## config.mk

```make
export PLATFORM = sky130hd
export DESIGN_NAME = riscv_multicycle
export DESIGN_NICKNAME = d
export VERILOG_FILES = /design/src/rtl/riscv_pkg.sv /design/src/rtl/riscv_alu.sv /design/src/rtl/riscv_multicycle.sv
export SDC_FILE = /design/constraint.sdc
export NUM_CORES = 2
export LEC_CHECK = 0
export ABC_CLOCK_PERIOD_IN_PS = 18250
export CORE_ASPECT_RATIO = 1.25
export CORE_UTILIZATION = 60
export DETAILED_ROUTE_END_ITERATION = 8
export GPL_TIMING_DRIVEN = 0
export PLACE_DENSITY_LB_ADDON = 0.05
export SYNTH_ARGS = -nofsm -noshare
export SYNTH_HDL_FRONTEND = slang
export SYNTH_HIERARCHICAL = 1
export SYNTH_SLANG_ARGS = --single-unit
```

## constraint.sdc

```tcl
create_clock -name clk -period 18.25 [get_ports clk]
set_input_delay 3.65 -clock clk [delete_from_list [all_inputs] [get_ports clk]]
set_output_delay 3.65 -clock clk [all_outputs]
set_load 0.02 [all_outputs]
```

## src/rtl/riscv_pkg.sv

```systemverilog
// Shared definitions for the multi-cycle RV32I-subset core: opcodes, functs,
// FSM states, ALU operations, immediate formats and immediate generation.
package riscv_pkg;

  localparam logic [6:0] OPC_OP     = 7'b0110011;
  localparam logic [6:0] OPC_OPIMM  = 7'b0010011;
  localparam logic [6:0] OPC_LOAD   = 7'b0000011;
  localparam logic [6:0] OPC_STORE  = 7'b0100011;
  localparam logic [6:0] OPC_BRANCH = 7'b1100011;
  localparam logic [6:0] OPC_JAL    = 7'b1101111;

  localparam logic [2:0] F3_ADD_SUB = 3'b000;
  localparam logic [2:0] F3_SLT     = 3'b010;
  localparam logic [2:0] F3_XOR     = 3'b100;
  localparam logic [2:0] F3_OR      = 3'b110;
  localparam logic [2:0] F3_AND     = 3'b111;
  localparam logic [2:0] F3_LW      = 3'b010;
  localparam logic [2:0] F3_SW      = 3'b010;
  localparam logic [2:0] F3_BEQ     = 3'b000;
  localparam logic [2:0] F3_BNE     = 3'b001;

  localparam logic [6:0] F7_BASE = 7'b0000000;
  localparam logic [6:0] F7_SUB  = 7'b0100000;

  typedef enum logic [2:0] {
    S_FETCH, S_DECODE, S_EXEC, S_MEM, S_WB, S_HALT
  } state_e;

  typedef enum logic [2:0] {
    ALU_ADD, ALU_SUB, ALU_AND, ALU_OR, ALU_XOR, ALU_SLT
  } alu_op_e;

  typedef enum logic [1:0] {
    IMM_I, IMM_S, IMM_B, IMM_J
  } imm_fmt_e;

  typedef enum logic [2:0] {
    CLS_ALU, CLS_LOAD, CLS_STORE, CLS_BRANCH, CLS_JAL
  } instr_cls_e;

  // Sign-extended immediate for the given instruction format.
  function automatic logic [31:0] imm_gen(input logic [31:0] ir, input imm_fmt_e fmt);
    logic [31:0] imm;
    case (fmt)
      IMM_S:   imm = {{20{ir[31]}}, ir[31:25], ir[11:7]};
      IMM_B:   imm = {{19{ir[31]}}, ir[31], ir[7], ir[30:25], ir[11:8], 1'b0};
      IMM_J:   imm = {{11{ir[31]}}, ir[31], ir[19:12], ir[20], ir[30:21], 1'b0};
      default: imm = {{20{ir[31]}}, ir[31:20]};
    endcase
    return imm;
  endfunction

endpackage

```

## src/rtl/riscv_alu.sv

```systemverilog
// Combinational ALU shared by the single-cycle and multi-cycle cores.
module riscv_alu
  import riscv_pkg::*;
(
  input  alu_op_e     op,
  input  logic [31:0] a,
  input  logic [31:0] b,
  output logic [31:0] result,
  output logic        eq
);

  // Select the operation result; SLT compares as signed.
  always_comb begin
    result = '0;
    case (op)
      ALU_ADD: result = a + b;
      ALU_SUB: result = a - b;
      ALU_AND: result = a & b;
      ALU_OR:  result = a | b;
      ALU_XOR: result = a ^ b;
      ALU_SLT: result = {31'b0, ($signed(a) < $signed(b))};
      default: result = '0;
    endcase
  end

  assign eq = (a == b);

endmodule

```

## src/rtl/riscv_multicycle.sv

```systemverilog
// Multi-cycle RV32I-subset core: one instruction in flight, sequenced through
// FETCH/DECODE/EXEC/MEM/WB, halting permanently on illegal or misaligned events.
module riscv_multicycle
  import riscv_pkg::*;
#(
  parameter int unsigned NUM_REGS = 8,
  parameter logic [31:0] RESET_PC = 32'h0000_0000
) (
  input  logic        clk,
  input  logic        rst,
  output logic        imem_req,
  output logic [31:0] imem_addr,
  input  logic        imem_ack,
  input  logic [31:0] imem_rdata,
  output logic        dmem_req,
  output logic        dmem_we,
  output logic [31:0] dmem_addr,
  output logic [31:0] dmem_wdata,
  input  logic        dmem_ack,
  input  logic [31:0] dmem_rdata,
  output logic [31:0] pc,
  output logic        retire,
  output logic        halted
);

  localparam int unsigned IDX_W = $clog2(NUM_REGS);

  state_e      r_state;
  logic [31:0] r_pc, r_ir, r_a, r_b, r_imm, r_aluout, r_target, r_mdr;
  alu_op_e     r_aluop;
  instr_cls_e  r_cls;
  logic        r_use_imm, r_dmem_req, r_retire, r_halted;
  logic [31:0] r_regs [NUM_REGS];

  logic [6:0]  w_opcode, w_funct7;
  logic [2:0]  w_funct3;
  logic [4:0]  w_rs1, w_rs2, w_rd;
  logic [31:0] w_rs1_val, w_rs2_val;
  logic        w_legal, w_use_imm;
  instr_cls_e  w_cls;
  alu_op_e     w_aluop;
  imm_fmt_e    w_fmt;
  logic [31:0] w_alu_b, w_alu_result, w_pc_plus4, w_pc_imm, w_next_pc, w_rf_wdata;
  logic        w_alu_eq, w_taken, w_exec_fault, w_rf_we;

  assign w_opcode = r_ir[6:0];
  assign w_rd     = r_ir[11:7];
  assign w_funct3 = r_ir[14:12];
  assign w_rs1    = r_ir[19:15];
  assign w_rs2    = r_ir[24:20];
  assign w_funct7 = r_ir[31:25];

  // Register file reads: x0 and unimplemented indices read as zero.
  always_comb begin
    w_rs1_val = '0;
    w_rs2_val = '0;
    if (w_rs1 != '0 && {27'b0, w_rs1} < NUM_REGS) w_rs1_val = r_regs[w_rs1[IDX_W-1:0]];
    if (w_rs2 != '0 && {27'b0, w_rs2} < NUM_REGS) w_rs2_val = r_regs[w_rs2[IDX_W-1:0]];
  end

  // Instruction decode into class, ALU op, immediate format and legality.
  always_comb begin
    w_legal   = 1'b0;
    w_cls     = CLS_ALU;
    w_aluop   = ALU_ADD;
    w_fmt     = IMM_I;
    w_use_imm = 1'b0;
    case (w_opcode)
      OPC_OP: begin
        w_legal = 1'b1;
        if (w_funct7 == F7_SUB && w_funct3 == F3_ADD_SUB) begin
          w_aluop = ALU_SUB;
        end else if (w_funct7 != F7_BASE) begin
          w_legal = 1'b0;
        end else begin
          case (w_funct3)
            F3_ADD_SUB: w_aluop = ALU_ADD;
            F3_SLT:     w_aluop = ALU_SLT;
            F3_XOR:     w_aluop = ALU_XOR;
            F3_OR:      w_aluop = ALU_OR;
            F3_AND:     w_aluop = ALU_AND;
            default:    w_legal = 1'b0;
          endcase
        end
      end
      OPC_OPIMM: begin
        w_legal   = (w_funct3 == F3_ADD_SUB);
        w_use_imm = 1'b1;
      end
      OPC_LOAD: begin
        w_legal   = (w_funct3 == F3_LW);
        w_cls     = CLS_LOAD;
        w_use_imm = 1'b1;
      end
      OPC_STORE: begin
        w_legal   = (w_funct3 == F3_SW);
        w_cls     = CLS_STORE;
        w_fmt     = IMM_S;
        w_use_imm = 1'b1;
      end
      OPC_BRANCH: begin
        w_legal = (w_funct3 == F3_BEQ) || (w_funct3 == F3_BNE);
        w_cls   = CLS_BRANCH;
        w_fmt   = IMM_B;
        w_aluop = ALU_SUB;
      end
      OPC_JAL: begin
        w_legal = 1'b1;
        w_cls   = CLS_JAL;
        w_fmt   = IMM_J;
      end
      default: w_legal = 1'b0;
    endcase
  end

  assign w_alu_b = r_use_imm ? r_imm : r_b;

  riscv_alu u_alu (
    .op     (r_aluop),
    .a      (r_a),
    .b      (w_alu_b),
    .result (w_alu_result),
    .eq     (w_alu_eq)
  );

  assign w_pc_plus4   = r_pc + 32'd4;
  assign w_pc_imm     = r_pc + r_imm;
  assign w_taken      = (r_cls == CLS_BRANCH) && ((w_funct3 == F3_BEQ) ? w_alu_eq : !w_alu_eq);
  assign w_next_pc    = (w_taken || r_cls == CLS_JAL) ? w_pc_imm : w_pc_plus4;
  assign w_exec_fault = (r_cls == CLS_LOAD || r_cls == CLS_STORE) ? (w_alu_result[1:0] != 2'b00)
                                                                  : (w_next_pc[1:0] != 2'b00);

  assign w_rf_we    = (r_state == S_WB) && (r_cls == CLS_ALU || r_cls == CLS_LOAD || r_cls == CLS_JAL)
                      && (w_rd != '0) && ({27'b0, w_rd} < NUM_REGS);
  assign w_rf_wdata = (r_cls == CLS_LOAD) ? r_mdr : r_aluout;

  // Main sequencer: one instruction at a time, registered retire/halt/dmem request.
  always_ff @(posedge clk or posedge rst) begin
    if (rst) begin
      r_state    <= S_FETCH;
      r_pc       <= RESET_PC;
      r_ir       <= '0;
      r_a        <= '0;
      r_b        <= '0;
      r_imm      <= '0;
      r_aluout   <= '0;
      r_target   <= '0;
      r_mdr      <= '0;
      r_aluop    <= ALU_ADD;
      r_cls      <= CLS_ALU;
      r_use_imm  <= 1'b0;
      r_dmem_req <= 1'b0;
      r_retire   <= 1'b0;
      r_halted   <= 1'b0;
    end else begin
      r_retire <= 1'b0;
      case (r_state)
        S_FETCH: begin
          if (imem_ack) begin
            r_ir    <= imem_rdata;
            r_state <= S_DECODE;
          end
        end
        S_DECODE: begin
          if (!w_legal) begin
            r_halted <= 1'b1;
            r_state  <= S_HALT;
          end else begin
            r_a       <= w_rs1_val;
            r_b       <= w_rs2_val;
            r_imm     <= imm_gen(r_ir, w_fmt);
            r_aluop   <= w_aluop;
            r_cls     <= w_cls;
            r_use_imm <= w_use_imm;
            r_state   <= S_EXEC;
          end
        end
        S_EXEC: begin
          r_aluout <= (r_cls == CLS_JAL) ? w_pc_plus4 : w_alu_result;
          r_target <= w_next_pc;
          if (w_exec_fault) begin
            r_halted <= 1'b1;
            r_state  <= S_HALT;
          end else if (r_cls == CLS_LOAD || r_cls == CLS_STORE) begin
            r_dmem_req <= 1'b1;
            r_state    <= S_MEM;
          end else begin
            r_retire <= 1'b1;
            r_state  <= S_WB;
          end
        end
        S_MEM: begin
          if (dmem_ack) begin
            if (r_cls == CLS_LOAD) r_mdr <= dmem_rdata;
            r_dmem_req <= 1'b0;
            r_retire   <= 1'b1;
            r_state    <= S_WB;
          end
        end
        S_WB: begin
          r_pc    <= r_target;
          r_state <= S_FETCH;
        end
        S_HALT: ;
        default: begin
          r_halted <= 1'b1;
          r_state  <= S_HALT;
        end
      endcase
    end
  end

  // Architectural register writeback during WB.
  always_ff @(posedge clk or posedge rst) begin
    if (rst) begin
      for (int unsigned i = 0; i < NUM_REGS; i++) r_regs[i] <= '0;
    end else if (w_rf_we) begin
      r_regs[w_rd[IDX_W-1:0]] <= w_rf_wdata;
    end
  end

  // Fetch request is gated by rst so it drops the moment reset rises.
  assign imem_req   = (r_state == S_FETCH) && !rst;
  assign imem_addr  = r_pc;
  assign dmem_req   = r_dmem_req;
  assign dmem_we    = (r_cls == CLS_STORE);
  assign dmem_addr  = r_aluout;
  assign dmem_wdata = r_b;
  assign pc         = r_pc;
  assign retire     = r_retire;
  assign halted     = r_halted;

endmodule

```

# Yosys cells after proc, flatten, opt, wreduce, memory -nomap -nowiden
# Cells that the tools add are included.
[word_totals]
wordCells = 163
in_bits = 68
ramBits = 0
regBits = 514
mem_count = 0
latchBits = 0
rom_bits = 0
output_inout_bits = 133
[classes]
n_shift = 0
div_mod_pow = 0
n_lt_le_gt_ge = 8
reduce_logical = 37
n_bitwise = 8
eq_ne = 36
n_mux = 47
addsub = 4
mul = 0
[ops]
columns = ["operator", "n"]
rows = [
  ["two-way mux 32 bit", 11],
  ["bitwise mux 256 bit", 1],
  ["binary-select mux 32 bit (select 3 bit)", 2],
  ["one-hot mux 32 bit (6 select lines)", 1],
  ["demux 32 bit (select 3 bit)", 1],
  ["adder 32 bit", 2],
  ["one-hot mux 20 bit (3 select lines)", 1],
  ["adder 32 x 3 -> 32 bit, second input constant", 1],
  ["AND 32 bit", 1],
  ["equality test 32 bit", 1],
  ["less-than comparator 32 bit", 1],
  ["OR 32 bit", 1],
  ["subtractor 32 bit", 1],
  ["bitwise XOR 32 bit", 1],
  ["equality test 3 bit, second input constant", 8],
  ["one-hot mux 3 bit (4 select lines)", 2],
  ["equality test 3 x 2 -> 1 bit, second input constant", 7],
  ["equality test 7 x 6 -> 1 bit, second input constant", 3],
  ["two-way mux 3 bit", 7],
  ["one-hot mux 3 bit (6 select lines)", 1],
  ["less-than comparator 5 x 4 -> 1 bit, second input constant", 3],
  ["nonzero test 5 bit", 3],
  ["equality test 7 bit, second input constant", 2],
  ["two-way mux 1 bit", 14],
  ["other kinds (28)", 64],
]

# Depth between registers and ports, before layout
[depth]
ltp_word = 11
ltp_mapped = 19
ltp_nobuf = 17

# Cells and area by module
# The synthesis kept the hierarchy.
[by_module_without_submodules]
columns = ["mod", "n_inst", "area_each_um2", "cells_each", "seq_area_each_um2"]
rows = [
  ["riscv_multicycle", 1, 25225.4, 2563, 12061.6],
  ["riscv_alu", 1, 5372.7, 841, 0.0],
]

# Least setup slack after synthesis
# No wires, ideal clock.
[synth_path]
path_kind = "in2out"
startpoint = "input rst"
endpoint = "output imem_req"
path_buffers = 0
arrival_time_ns = 4.277
required_time_ns = 14.600
setup_slack_ns = 10.323
cell_stages = 1
cell_sequence = "nor4_1"
[synth_between]
elab_chain_len = 2
[synth_rtl]
columns = ["item", "line", "rtl"]
rows = [
  ["start, declared", "riscv_multicycle.sv:10", "input logic rst,"],
  ["zero test 1 bit", "riscv_multicycle.sv:223", "assign imem_req = (r_state == S_FETCH) && !rst;"],
  ["logical AND 1 bit", "riscv_multicycle.sv:223", ""],
  ["end, declared", "riscv_multicycle.sv:11", "output logic imem_req,"],
]
# Every way passes these cells.

# Worst setup path in the final report
# Ends and elaborated chain as after synthesis.

==> run_results.csv <==
group,metric,value,unit
status,status,"finished with violations",
status,failed_checks,"max-capacitance violations, max-slew violations",
grt,antenna_found_initial,3,
yosys,synth_edf_count,0,
clock_network,cts_buffers,48,
floorplan,core,50420,um^2
power,clock_power_share,0.330,
clock_network,cts_buffer_depth,3,
floorplan,die_y,254.5,um
hold_path,hold_path_depth,2,
clock_network,cts_setup_buffers,0,
timing,rsz0062_at_grt,"no",
timing,tns,0,ns
yosys,yosysWarningCount,6,
yosys,ys_async_sr_fraction,1.000,
timing,fin_crit_sh,0.4781,
timing,relSlewSlack,-0.03154,
route,post_drt_via_cell_ratio,6.848,
hold_path,hp-class,"reg -> reg",
timing,setup_viol,0,
route,wire_per_inst,28.36,um
setup_path,r2r-end,"r_target[21]$_DFFE_PP0P_",
place,dpl.hpwl,93.99,mm
yosys,synth_nets,3608,
setup_path,critPathMaxStageDelay,0.67,ns
setup_path,rr_worst_depth,16,
final_layout,stdcell_area,35190,um^2
grt,overflow,0,
route,drtAntennaViolNets,0,
clock_network,cts_resized,0,
route,drt-pass1-iter-count,8,
route,vias,29840,
power,switching_share,0.3731,
final_layout,final_common_cell,"dfrtp_1",
power,power.leakage,0.01517,uW
clock_network,ctsRootBufferMaster,"clkbuf_16",
clock_network,clk-insertion-delay-late,0.63,ns
run,drv_cap,1,
setup_path,cp_max_fo,2,
clock_network,h-tree-depth,2,
yosys,synth_ff_type,"dfrtp_1",
power,p_seq_frac,0.373,
place,gp_congestion,1.027,
setup_path,crit_path_frequent_cell,"clkdlybuf4s50_1",
floorplan,dieArea,51910,um^2
setup_path,critical_path_class,"in -> out",
setup_path,path_cells,"clkdlybuf4s50_1, nor4_1, clkdlybuf4s50_1",
route,drt_iter0_drc,3469,
timing,layout_min_cycle_time,8.726,ns
timing,hold-worst-slack,0.4810,ns
yosys,ys_ff_latch,482,
setup_path,worstReg2RegStart,"r_use_imm$_DFFE_PP0N_",
timing,worst_pin_slew,1.536,ns
final_layout,drive_gt1_frac,0.08200,
setup_path,worstSetupStartpointType,"input pin",
setup_path,critPathSlowestCell,"clkdlybuf4s50_1",
setup_path,required,14.60,ns
timing,clock.fmax,114.6,MHz
power,power,3219,uW
setup_path,rrSetupSlack,11.12,ns
power,combPwrFrac,0.297,
timing,drv_slew,7,
clock_network,cts.reportedPaths.clkPinSlew,0.06,ns
final_layout,final_cell_mix,"dfrtp_1, nand2_1, o21ai_0",
grt,grt_usage,0.4727,
hold_path,whs_endpoint,"r_target[9]$_DFFE_PP0P_",
hold_path,min_from,"r_target[9]$_DFFE_PP0P_",
floorplan,io_pins,201,
clock_network,cts_hold_buf,0,
yosys,netlist_area,30600,um^2
setup_path,worst_ep_arrival_time,5.08,ns
floorplan,start_util,0.6069,
setup_path,crit_path_end_kind,"output port",
grt,grt_max_degree,138,
route,wl,123.6,mm
place,portBuffers,200,
place,placed_area,33510,um^2
yosys,yosysSeqAreaShare,0.3942,
final_layout,area_growth,15.01,%
yosys,syn_avg_cell_area,8.989,um^2
route,drc,0,
timing,fin_worst_skew,0.03374,ns
power,ir_worst_vdd,0.09594,mV
clock_network,clock-sinks,482,
yosys,synth_cells,3404,
floorplan,fp.dieW,204.0,um
grt,grt_pass1_wl,181.7,mm
timing,final_hold_viol_count,0,
power,switchingPower,1201,uW
power,p_per_area,91.46,nW/um^2
floorplan,std_cell_rows,92,
clock_network,cts_tree,"built",
yosys,netlist-cell-type-count,86,
grt,grt_pass1_vias,29380,
final_layout,fin_nets,3861,
power,internal-power,2018,uW
worst max-delay path, delay by kind of cell:
family / cells / cell delay, ns
AND/OR/NAND/NOR: 1 / 0.24
buffers and inverters: 2 / 1.19
routing by layer:
metal  vias up  routed length (um)  track usage
met5         -                  30            0
met4         4               10700       0.3610
met3       590               11670      0.09583
met2      2147               57450       0.7663
met1     14450               43740       0.5529
li1      12650                   -            -
power groups by stage:
| stage | Sequential (uW) | Clock (uW) | Combinational, uW |
|---|---|---|---|
| floorplan | 1190 | 0 | 579 |
| global placement | 1210 | 0 | 873 |
| detailed placement | 1210 | 0 | 896 |
| CTS | 1200 | 1050 | 904 |
| global route | 1210 | 1090 | 990 |
| finish | 1200 | 1060 | 957 |
flip-flops by register name, summed over array words and instances (netlist names), 21 cells and up:
signal / cells
r_regs: 224
r_a: 32
r_target: 32
r_ir: 32
dmem_addr: 32
dmem_wdata: 32
r_mdr: 32
r_imm: 21
imem_addr: 32
Yosys cell counts (48+ instances only):
master,n,share of area
dfrtp_1,482,0.39
nand2_1,448,0.055
o21ai_0,354,0.058
a21oi_1,225,0.037
nor2_1,205,0.025
clkbuf_1,181,0.022
mux2i_1,137,0.045
inv_1,136,0.017
ha_1,133,0.054
mux2_1,128,0.047
mux2_2,121,0.045
o21ai_1,99,0.016
a221oi_1,73,0.021
a211oi_1,72,0.018
nor3_1,48,0.0079
how the worst max path moves through the flow:
stage	slack, ns	from	endpoint
floorplan	1.15	rst	dmem_addr[0]$_DFFE_PP0P_
global placement	-3.63	rst	r_regs[151]$_DFFE_PP0P_
detailed placement	9.54	rst	imem_req
CTS	9.53	rst	imem_req
global route	9.44	rst	imem_req
finish	9.52	rst	imem_req
metrics by stage:
stage          utilization  std cells  worst slack (ns)
4_1_cts             0.6976       4353             9.532
3_5_place_dp        0.6647       4265             9.536
5_1_grt             0.6977       4353             9.435
6_report            0.6980       4358             9.524
2_1_floorplan            -       3404             1.151
3_3_place_gp        0.6629       4262            -3.632
cell families (layout without fill, tap and decap cells):
group,Yosys count,count (layout),share of synthesized area
compound gates,1049,1049,0.2089
simple gates,874,874,0.1251
flops,482,482,0.3942
buf+inv,406,697,0.05774
mux,388,388,0.1379
fa+ha+maj,136,136,0.05635
xor+xnor,69,69,0.01975
other cells,0,5,0
cell type report:
| cell class | count | area, um^2 |
|---|---|---|
| sequential | 482 | 12060 |
| multi-input combinational | 2516 | 16780 |
| timing repair buffer | 203 | 2085 |
| antenna | 5 | 12.51 |
| fill | 3768 | 15230 |
| buffer | 267 | 1245 |
| clock buffer | 62 | 1324 |
| clock inverter | 26 | 335.3 |
| tap | 658 | 823.3 |
| inverter | 139 | 529.3 |
No activity file was read; power rests on OpenSTA's default activity.
